File: config.mk
export PLATFORM = sky130hd
export DESIGN_NAME = qed_dup_queue
export DESIGN_NICKNAME = d
export VERILOG_FILES = /design/src/rtl/qed_pkg.sv /design/src/rtl/qed_fifo.sv /design/src/rtl/qed_dup_queue.sv
export SDC_FILE = /design/constraint.sdc
export NUM_CORES = 1
export LEC_CHECK = 0
export BUFFER_PORTS_ARGS = -buffer_cell sky130_fd_sc_hd__buf_2
export CORE_UTILIZATION = 49
export CTS_BUF_LIST = sky130_fd_sc_hd__clkbuf_2
export CTS_CLUSTER_SIZE = 24
export DETAILED_ROUTE_END_ITERATION = 8
export GPL_ROUTABILITY_DRIVEN = 0
export GPL_TIMING_DRIVEN = 0
export HOLD_SLACK_MARGIN = 0.15
export PLACE_DENSITY = 0.65
export SYNTH_ARGS = -nofsm -noshare
export SYNTH_HDL_FRONTEND = slang
export SYNTH_SLANG_ARGS = --single-unit
File: constraint.sdc
create_clock -name clk -period 10.4 [get_ports clk]
set_clock_uncertainty 0.2 [all_clocks]
set_input_delay 1.04 -clock clk [delete_from_list [all_inputs] [get_ports clk]]
set_output_delay 1.04 -clock clk [all_outputs]
set_load 0.03 [all_outputs]
File: src/rtl/qed_pkg.sv
// Shared constants, state encoding and instruction helpers for the
// SQED duplication front end.
package qed_pkg;

   localparam logic [6:0]  OPC_OP     = 7'b0110011;
   localparam logic [6:0]  OPC_OP_IMM = 7'b0010011;
   localparam logic [6:0]  OPC_LOAD   = 7'b0000011;
   localparam logic [6:0]  OPC_STORE  = 7'b0100011;
   localparam logic [31:0] NOP_INSTR  = 32'h0000_0013;

   typedef enum logic {ORIG = 1'b0, DUP = 1'b1} state_e;

   // Which register fields an opcode actually uses.
   typedef struct packed {
      logic rd;
      logic rs1;
      logic rs2;
   } reg_use_t;

   function automatic reg_use_t reg_use(input logic [6:0] opc);
      reg_use_t u;
      u = '0;
      case (opc)
         OPC_OP:     u = '{rd: 1'b1, rs1: 1'b1, rs2: 1'b1};
         OPC_OP_IMM: u = '{rd: 1'b1, rs1: 1'b1, rs2: 1'b0};
         OPC_LOAD:   u = '{rd: 1'b1, rs1: 1'b1, rs2: 1'b0};
         OPC_STORE:  u = '{rd: 1'b0, rs1: 1'b1, rs2: 1'b1};
         default:    u = '0;
      endcase
      return u;
   endfunction

   // Supported opcode, and every used register lies in the original half.
   function automatic logic is_legal(input logic [31:0] instr, input int unsigned reg_split);
      reg_use_t u;
      logic     opc_ok;
      u = reg_use(instr[6:0]);
      opc_ok = (instr[6:0] == OPC_OP) || (instr[6:0] == OPC_OP_IMM) ||
               (instr[6:0] == OPC_LOAD) || (instr[6:0] == OPC_STORE);
      return opc_ok &&
             (!u.rd  || (32'(instr[11:7])  < reg_split)) &&
             (!u.rs1 || (32'(instr[19:15]) < reg_split)) &&
             (!u.rs2 || (32'(instr[24:20]) < reg_split));
   endfunction

   // Move every used nonzero register into the duplicate half; x0 stays x0.
   function automatic logic [31:0] remap(input logic [31:0] instr, input int unsigned reg_split);
      reg_use_t    u;
      logic [4:0]  off;
      logic [31:0] r;
      u   = reg_use(instr[6:0]);
      off = 5'(reg_split);
      r   = instr;
      if (u.rd  && (instr[11:7]  != 5'd0)) r[11:7]  = instr[11:7]  + off;
      if (u.rs1 && (instr[19:15] != 5'd0)) r[19:15] = instr[19:15] + off;
      if (u.rs2 && (instr[24:20] != 5'd0)) r[24:20] = instr[24:20] + off;
      return r;
   endfunction

endpackage

File: src/rtl/qed_fifo.sv
// Synchronous FIFO holding the originals awaiting duplicate replay.
// Full/empty come from the occupancy count; pointers wrap modulo DEPTH.
module qed_fifo #(
   parameter int DEPTH = 16,
   parameter int W     = 32,
   localparam int PW   = $clog2(DEPTH),
   localparam int CW   = PW + 1
) (
   input  logic          clk,
   input  logic          reset,
   input  logic          push,
   input  logic [W-1:0]  push_data,
   input  logic          pop,
   output logic [W-1:0]  head_data,
   output logic [CW-1:0] count
);

   localparam logic [CW-1:0] FULL = CW'(DEPTH);

   logic [W-1:0]  mem_q [DEPTH];
   logic [PW-1:0] wr_ptr_q, wr_ptr_d;
   logic [PW-1:0] rd_ptr_q, rd_ptr_d;
   logic [CW-1:0] count_q, count_d;
   logic          do_push, do_pop;

   assign do_push   = push && (count_q != FULL);
   assign do_pop    = pop && (count_q != '0);
   assign head_data = mem_q[rd_ptr_q];
   assign count     = count_q;

   // Next pointer and occupancy values.
   always_comb begin
      wr_ptr_d = wr_ptr_q;
      rd_ptr_d = rd_ptr_q;
      count_d  = count_q;
      if (do_push) begin
         wr_ptr_d = wr_ptr_q + PW'(1);
         count_d  = count_q + CW'(1);
      end else if (do_pop) begin
         rd_ptr_d = rd_ptr_q + PW'(1);
         count_d  = count_q - CW'(1);
      end
   end

   // Pointer and count registers; reset empties the queue.
   always_ff @(posedge clk or posedge reset) begin
      if (reset) begin
         wr_ptr_q <= '0;
         rd_ptr_q <= '0;
         count_q  <= '0;
      end else begin
         wr_ptr_q <= wr_ptr_d;
         rd_ptr_q <= rd_ptr_d;
         count_q  <= count_d;
      end
   end

   // Storage write; contents need no reset since count gates every read.
   always_ff @(posedge clk) begin
      if (do_push) mem_q[wr_ptr_q] <= push_data;
   end

endmodule

File: src/rtl/qed_dup_queue.sv
// SQED duplication front end: issues originals while recording them, then
// on request replays them with registers moved into the duplicate half.
// Handshake: an original is taken on a rising edge when instr_valid and
// in_ready are both high; a held-off instruction must be re-offered.
module qed_dup_queue
   import qed_pkg::*;
#(
   parameter int          DEPTH     = 16,
   parameter int unsigned REG_SPLIT = 16,
   localparam int         CW        = $clog2(DEPTH) + 1
) (
   input  logic          clk,
   input  logic          reset,
   input  logic [31:0]   instruction,
   input  logic          instr_valid,
   input  logic          qed_exec_dup,
   input  logic          stall,
   output logic          in_ready,
   output logic [31:0]   qed_ifu_instruction,
   output logic          qed_vld_out,
   output logic          qed_ready,
   output logic [CW-1:0] queue_count,
   output logic          illegal_seen,
   output logic          state_dbg
);

   localparam logic [CW-1:0] FULL = CW'(DEPTH);

   state_e        state_q, state_d;
   logic [31:0]   instr_q, instr_d;
   logic          vld_q, vld_d;
   logic          illegal_q, illegal_d;
   logic          push, pop, accept, legal;
   logic [31:0]   head;
   logic [CW-1:0] count;

   qed_fifo #(.DEPTH(DEPTH), .W(32)) u_fifo (
      .clk       (clk),
      .reset     (reset),
      .push      (push),
      .push_data (instruction),
      .pop       (pop),
      .head_data (head),
      .count     (count)
   );

   assign in_ready            = (state_q == ORIG) && !stall && (count != FULL);
   assign accept              = instr_valid && in_ready;
   assign legal               = is_legal(instruction, REG_SPLIT);
   assign qed_ifu_instruction = instr_q;
   assign qed_vld_out         = vld_q;
   assign illegal_seen        = illegal_q;
   assign queue_count         = count;
   assign qed_ready           = (state_q == ORIG) && (count == '0);
   assign state_dbg           = state_q;

   // Mode sequencing, queue control and next output values; stall freezes all.
   always_comb begin
      state_d   = state_q;
      instr_d   = instr_q;
      vld_d     = vld_q;
      illegal_d = illegal_q;
      push      = 1'b0;
      pop       = 1'b0;
      if (!stall) begin
         instr_d = NOP_INSTR;
         vld_d   = 1'b0;
         case (state_q)
            ORIG: begin
               if (accept) begin
                  if (legal) begin
                     push    = 1'b1;
                     instr_d = instruction;
                     vld_d   = 1'b1;
                  end else begin
                     illegal_d = 1'b1;
                  end
               end
               // A same-cycle push lands in the queue before the switch.
               if (qed_exec_dup && ((count != '0) || push)) state_d = DUP;
            end
            DUP: begin
               pop = (count != '0);
               if (pop) begin
                  instr_d = remap(head, REG_SPLIT);
                  vld_d   = 1'b1;
               end
               if (count <= CW'(1)) state_d = ORIG;
            end
            default: state_d = ORIG;
         endcase
      end
   end

   // State and registered outputs toward IF/ID.
   always_ff @(posedge clk or posedge reset) begin
      if (reset) begin
         state_q   <= ORIG;
         instr_q   <= NOP_INSTR;
         vld_q     <= 1'b0;
         illegal_q <= 1'b0;
      end else begin
         state_q   <= state_d;
         instr_q   <= instr_d;
         vld_q     <= vld_d;
         illegal_q <= illegal_d;
      end
   end

endmodule

==> impl_table.tex <==
\begin{tabular}{lr}
\hline
Metric & Value \\
\hline
\multicolumn{2}{l}{\textbf{Outcome}} \\
Result of the run & finished clean \\
\multicolumn{2}{l}{\textbf{Finish}} \\
Fillers & approximately 3300 \\
Multi-input gate area in the final layout & roughly 0.0050 mm² \\
End-of-flow core utilization & around three fifths \\
Register Area & 0.0166 mm² \\
Final Net Count & about 1400 \\
Area growth from synthesis to final layout & 15.5\% \\
Share of final-layout standard cells stronger than drive strength 1 & 32.2\% \\
\multicolumn{2}{l}{\textbf{Setup path}} \\
Slowest stage cell on the critical path & sky130\_fd\_sc\_hd\_\_nor3\_2 \\
Type of the worst setup path & input pin to flop \\
Crit-path leading delay family & buffers and inverters \\
Number of buffer and inverter instances along the worst setup path & 7 \\
Data arrival time of the critical path & approximately 5400 ps \\
Launching element type of the critical path & input pin \\
Largest incremental delay on the critical path & approximately 760 ps \\
CP endpoint kind & flop \\
Critical Path RT & between 10000 and 15000 ps \\
Worst-path maximum fanout & 17 \\
Crit-path cells & dlygate4sd3\_1 -> buf\_2 -> a211oi\_1 -> nand4\_1 -> a21oi\_1 -> nor2b\_1 -> clkbuf\_1 -> clkbuf\_1 -> nand2\_1 -> nor3\_2 -> buf\_8 -> buf\_6 -> buf\_8 \\
\multicolumn{2}{l}{\textbf{STA}} \\
Slew at the pin closest to its max-slew limit & roughly 1100 ps \\
Setup total negative slack & 0 ps \\
Fmax & approximately 210 MHz \\
Time the worst path needs with I/O delays and setup & $\sim$4900 ps \\
RSZ-0062 raised after global routing & false \\
Hold WS & $\sim$270 ps \\
Final setup margin & approximately 5500 ps \\
Share of the cycle needed by the critical path after routing & a little under half \\
Slew Limit Fails & 0 \\
Number of setup violations in the final report & 0 \\
Remaining max-slew budget at the tightest pin & approximately 28\% \\
Hold violation count in the final report & 0 \\
\multicolumn{2}{l}{\textbf{Drt}} \\
DRC violations left & 0 \\
Vias per cell & 5.81 \\
Initial DRC count & 1161 \\
Metal-1 WL & between 20000 and 25000 µm \\
First-pass detailed-route iteration total & 5 \\
Detailed-route wire length per cell & approximately 27 µm \\
Max Used Layer & met4 \\
Antenna violation net count after detailed routing & 0 \\
Met2 wire length & around 27000 µm \\
WL met3 & between 4000 and 5000 µm \\
Total detailed-routing wirelength & 55600 µm \\
Vias & approximately 12000 \\
\multicolumn{2}{l}{\textbf{Yosys}} \\
Synth cell count leaders & sky130\_fd\_sc\_hd\_\_edfxtp\_1, sky130\_fd\_sc\_hd\_\_mux4\_2, sky130\_fd\_sc\_hd\_\_mux2i\_1 \\
Fraction of synthesis flops using an asynchronous set or reset pin & 8.57\% \\
Share of Yosys cell area claimed by the top area cell type & a little over two thirds \\
Synth warnings & 0 \\
Post-Synthesis Mean Instance Area & between 15 and 20 µm² \\
Top area cells in the synthesized netlist & sky130\_fd\_sc\_hd\_\_edfxtp\_1, sky130\_fd\_sc\_hd\_\_mux4\_2, sky130\_fd\_sc\_hd\_\_dfrtp\_1 \\
Post-synthesis sequential element count & between 500 and 600 \\
Post-synth EDFFs & 512 \\
Most frequent cell after synthesis & sky130\_fd\_sc\_hd\_\_edfxtp\_1 \\
Number of nets produced by synthesis & 1141 \\
Most common flop cell mapped by yosys & sky130\_fd\_sc\_hd\_\_edfxtp\_1 \\
Combined area of all synthesized cells & roughly 0.022 mm² \\
Seq/Total Area, Yosys & approximately three quarters \\
Synth cell types & 52 \\
Cell type with the largest total area after synthesis & sky130\_fd\_sc\_hd\_\_edfxtp\_1 \\
Post-synthesis cell count & $\sim$1100 \\
\multicolumn{2}{l}{\textbf{Clock network}} \\
Clock tree from TritonCTS & done \\
CTS Buf Count & 141 \\
Root cell of the clock tree & sky130\_fd\_sc\_hd\_\_clkbuf\_2 \\
Clock net sink count & 560 \\
H-tree depth & 4 \\
Insertion delay of the later-clocked pin in the worst-skew pair & approximately 1100 ps \\
Clock input transition at the sequential cells of the worst setup and hold paths & approximately 120 ps \\
Bufs on Longest Clock Path & 3 \\
\multicolumn{2}{l}{\textbf{Floorplanning}} \\
Boundary pin count & between 70 and 80 \\
Initial Utilization & 50.2\% \\
Die Width & between 200 and 250 µm \\
Num rows & 76 \\
Die footprint & 0.0454 mm² \\
Vertical die dimension & between 200 and 250 µm \\
Core area & about 0.043 mm² \\
\multicolumn{2}{l}{\textbf{Hold path}} \\
Class of the tightest hold or removal check & flop to flop \\
\multicolumn{2}{l}{\textbf{GRT}} \\
Wire length of the first global-routing pass & $\sim$81000 µm \\
Number of global-route vias before repair & between 10000 and 15000 \\
Maximum number of pins on one net before global-route repair & 27 \\
GRT Resource Usage Total & 25.6\% \\
Overflow left after global routing & 0 \\
Antenna violations before repair & 2 \\
\multicolumn{2}{l}{\textbf{Placed design}} \\
Half-perimeter wire length after placement & 35400 µm \\
Pre-CTS WS & roughly 5000 ps \\
Number of buffers inserted by port buffering & 78 \\
\multicolumn{2}{l}{\textbf{Power and ir drop}} \\
Areal power density over the cells & between 200 and 250 mW/mm² \\
P\_leak & approximately 9 nW \\
IR Drop Worst-Case VDD & approximately 0.00011 V \\
\multicolumn{2}{l}{\textbf{Run}} \\
Max-cap violations & 0 \\
\hline
\end{tabular}
## worst register-to-register path, delay by kind of cell, from the launching register on
family	cells	cell delay (ps)
DFF	1	510
AOI/OAI and AO/OA	1	440
and+or+nand+nor	4	1450
adders and majority gates	1	250
buffers and inverters	6	1480
## registers in the layout, indices dropped and copies added (netlist names)
| signal | cells |
|---|---|
| u_fifo.mem_q | 512 |
| qed_ifu_instruction | 32 |
| u_fifo.count | 5 |
| u_fifo.rd_ptr_q | 4 |
| u_fifo.wr_ptr_q | 4 |
| illegal_seen | 1 |
| qed_vld_out | 1 |
| state_dbg | 1 |
## worst paths after layout
path	startpoint	to	slack, ps	depth (start not counted)
worst max-delay path	instruction[19]	u_fifo.mem_q[2][21]	5550	13
worst min-delay path	qed_ifu_instruction[1]	qed_ifu_instruction[1]	270	2
worst max register to register	u_fifo.count[0]	u_fifo.mem_q[2][21]	5790	12
worst min register to register	qed_ifu_instruction[1]	qed_ifu_instruction[1]	270	2
max in group asynchronous	reset	qed_ifu_instruction[16]	9010	4
min in group asynchronous	reset	qed_ifu_instruction[29]	360	3
## where the power goes
part           internal (mW)  switching, mW
Clock                  0.569          0.850
Sequential              2.53         0.0786
Combinational          0.780           1.16
## area by class of cell
cell class,count,area share (%)
plain buffers,62,1.27
repair buffers,146,5.27
diodes,2,0.0199
clock buffers,216,4.29
well taps,585,2.90
clock inverters,27,0.521
inverters,11,0.164
multi-input cells,463,19.8
flip-flops and latches,560,65.8
## what timing repair did
action | in CTS | in global routing
gates resized for setup | 0 | 0
endpoints found under the hold margin | 552 | 0
hold buffers | 35 | 0
buffers inserted | 0 | 0
## per-stage QoR
stage,power (mW),std cells,area (µm²)
after floorplan,3.98,1096,21800
after global placement,4.57,1759,22900
after detailed placement,4.59,1792,23600
after CTS,6.01,2070,25200
after global routing,6.25,2072,25200
final,5.96,2072,25200
## layer usage
layer	vias to the layer above	global-route usage, %
met2	528	41.1
met1	6234	35.1
li1	5198	-
met5	-	0
met3	77	5.88
met4	0	7.86
## logic make-up after synthesis
group	count (synthesis)	share of synthesized area (%)
flops	560	76.0
mux	179	14.0
compound gates	146	4.98
simple gates	120	2.55
buf+inv	73	1.66
xor+xnor	10	0.401
fa+ha+maj	8	0.459
## cells in the final DEF, fill, tap and decap left out, types with 10 or more instances in the layout
cell | Yosys | layout
sky130_fd_sc_hd__a211oi_1 | 12 | 12
sky130_fd_sc_hd__a21oi_1 | 16 | 16
sky130_fd_sc_hd__a221o_1 | 10 | 10
sky130_fd_sc_hd__a221oi_1 | 28 | 28
sky130_fd_sc_hd__a22oi_1 | 32 | 32
sky130_fd_sc_hd__buf_2 | 13 | 91
sky130_fd_sc_hd__buf_4 | 12 | 13
sky130_fd_sc_hd__buf_6 | 2 | 14
sky130_fd_sc_hd__clkbuf_1 | 29 | 29
sky130_fd_sc_hd__clkbuf_2 | 0 | 216
sky130_fd_sc_hd__clkinv_1 | 1 | 18
sky130_fd_sc_hd__dfrtp_1 | 45 | 45
sky130_fd_sc_hd__dlygate4sd3_1 | 0 | 35
sky130_fd_sc_hd__edfxtp_1 | 512 | 512
sky130_fd_sc_hd__mux2i_1 | 78 | 78
sky130_fd_sc_hd__mux4_1 | 11 | 11
sky130_fd_sc_hd__mux4_2 | 86 | 86
sky130_fd_sc_hd__nand2_1 | 58 | 58
sky130_fd_sc_hd__nor2_1 | 22 | 10
sky130_fd_sc_hd__nor2_4 | 0 | 12
sky130_fd_sc_hd__o21ai_0 | 20 | 20
Power figures use the tool's default switching activity.
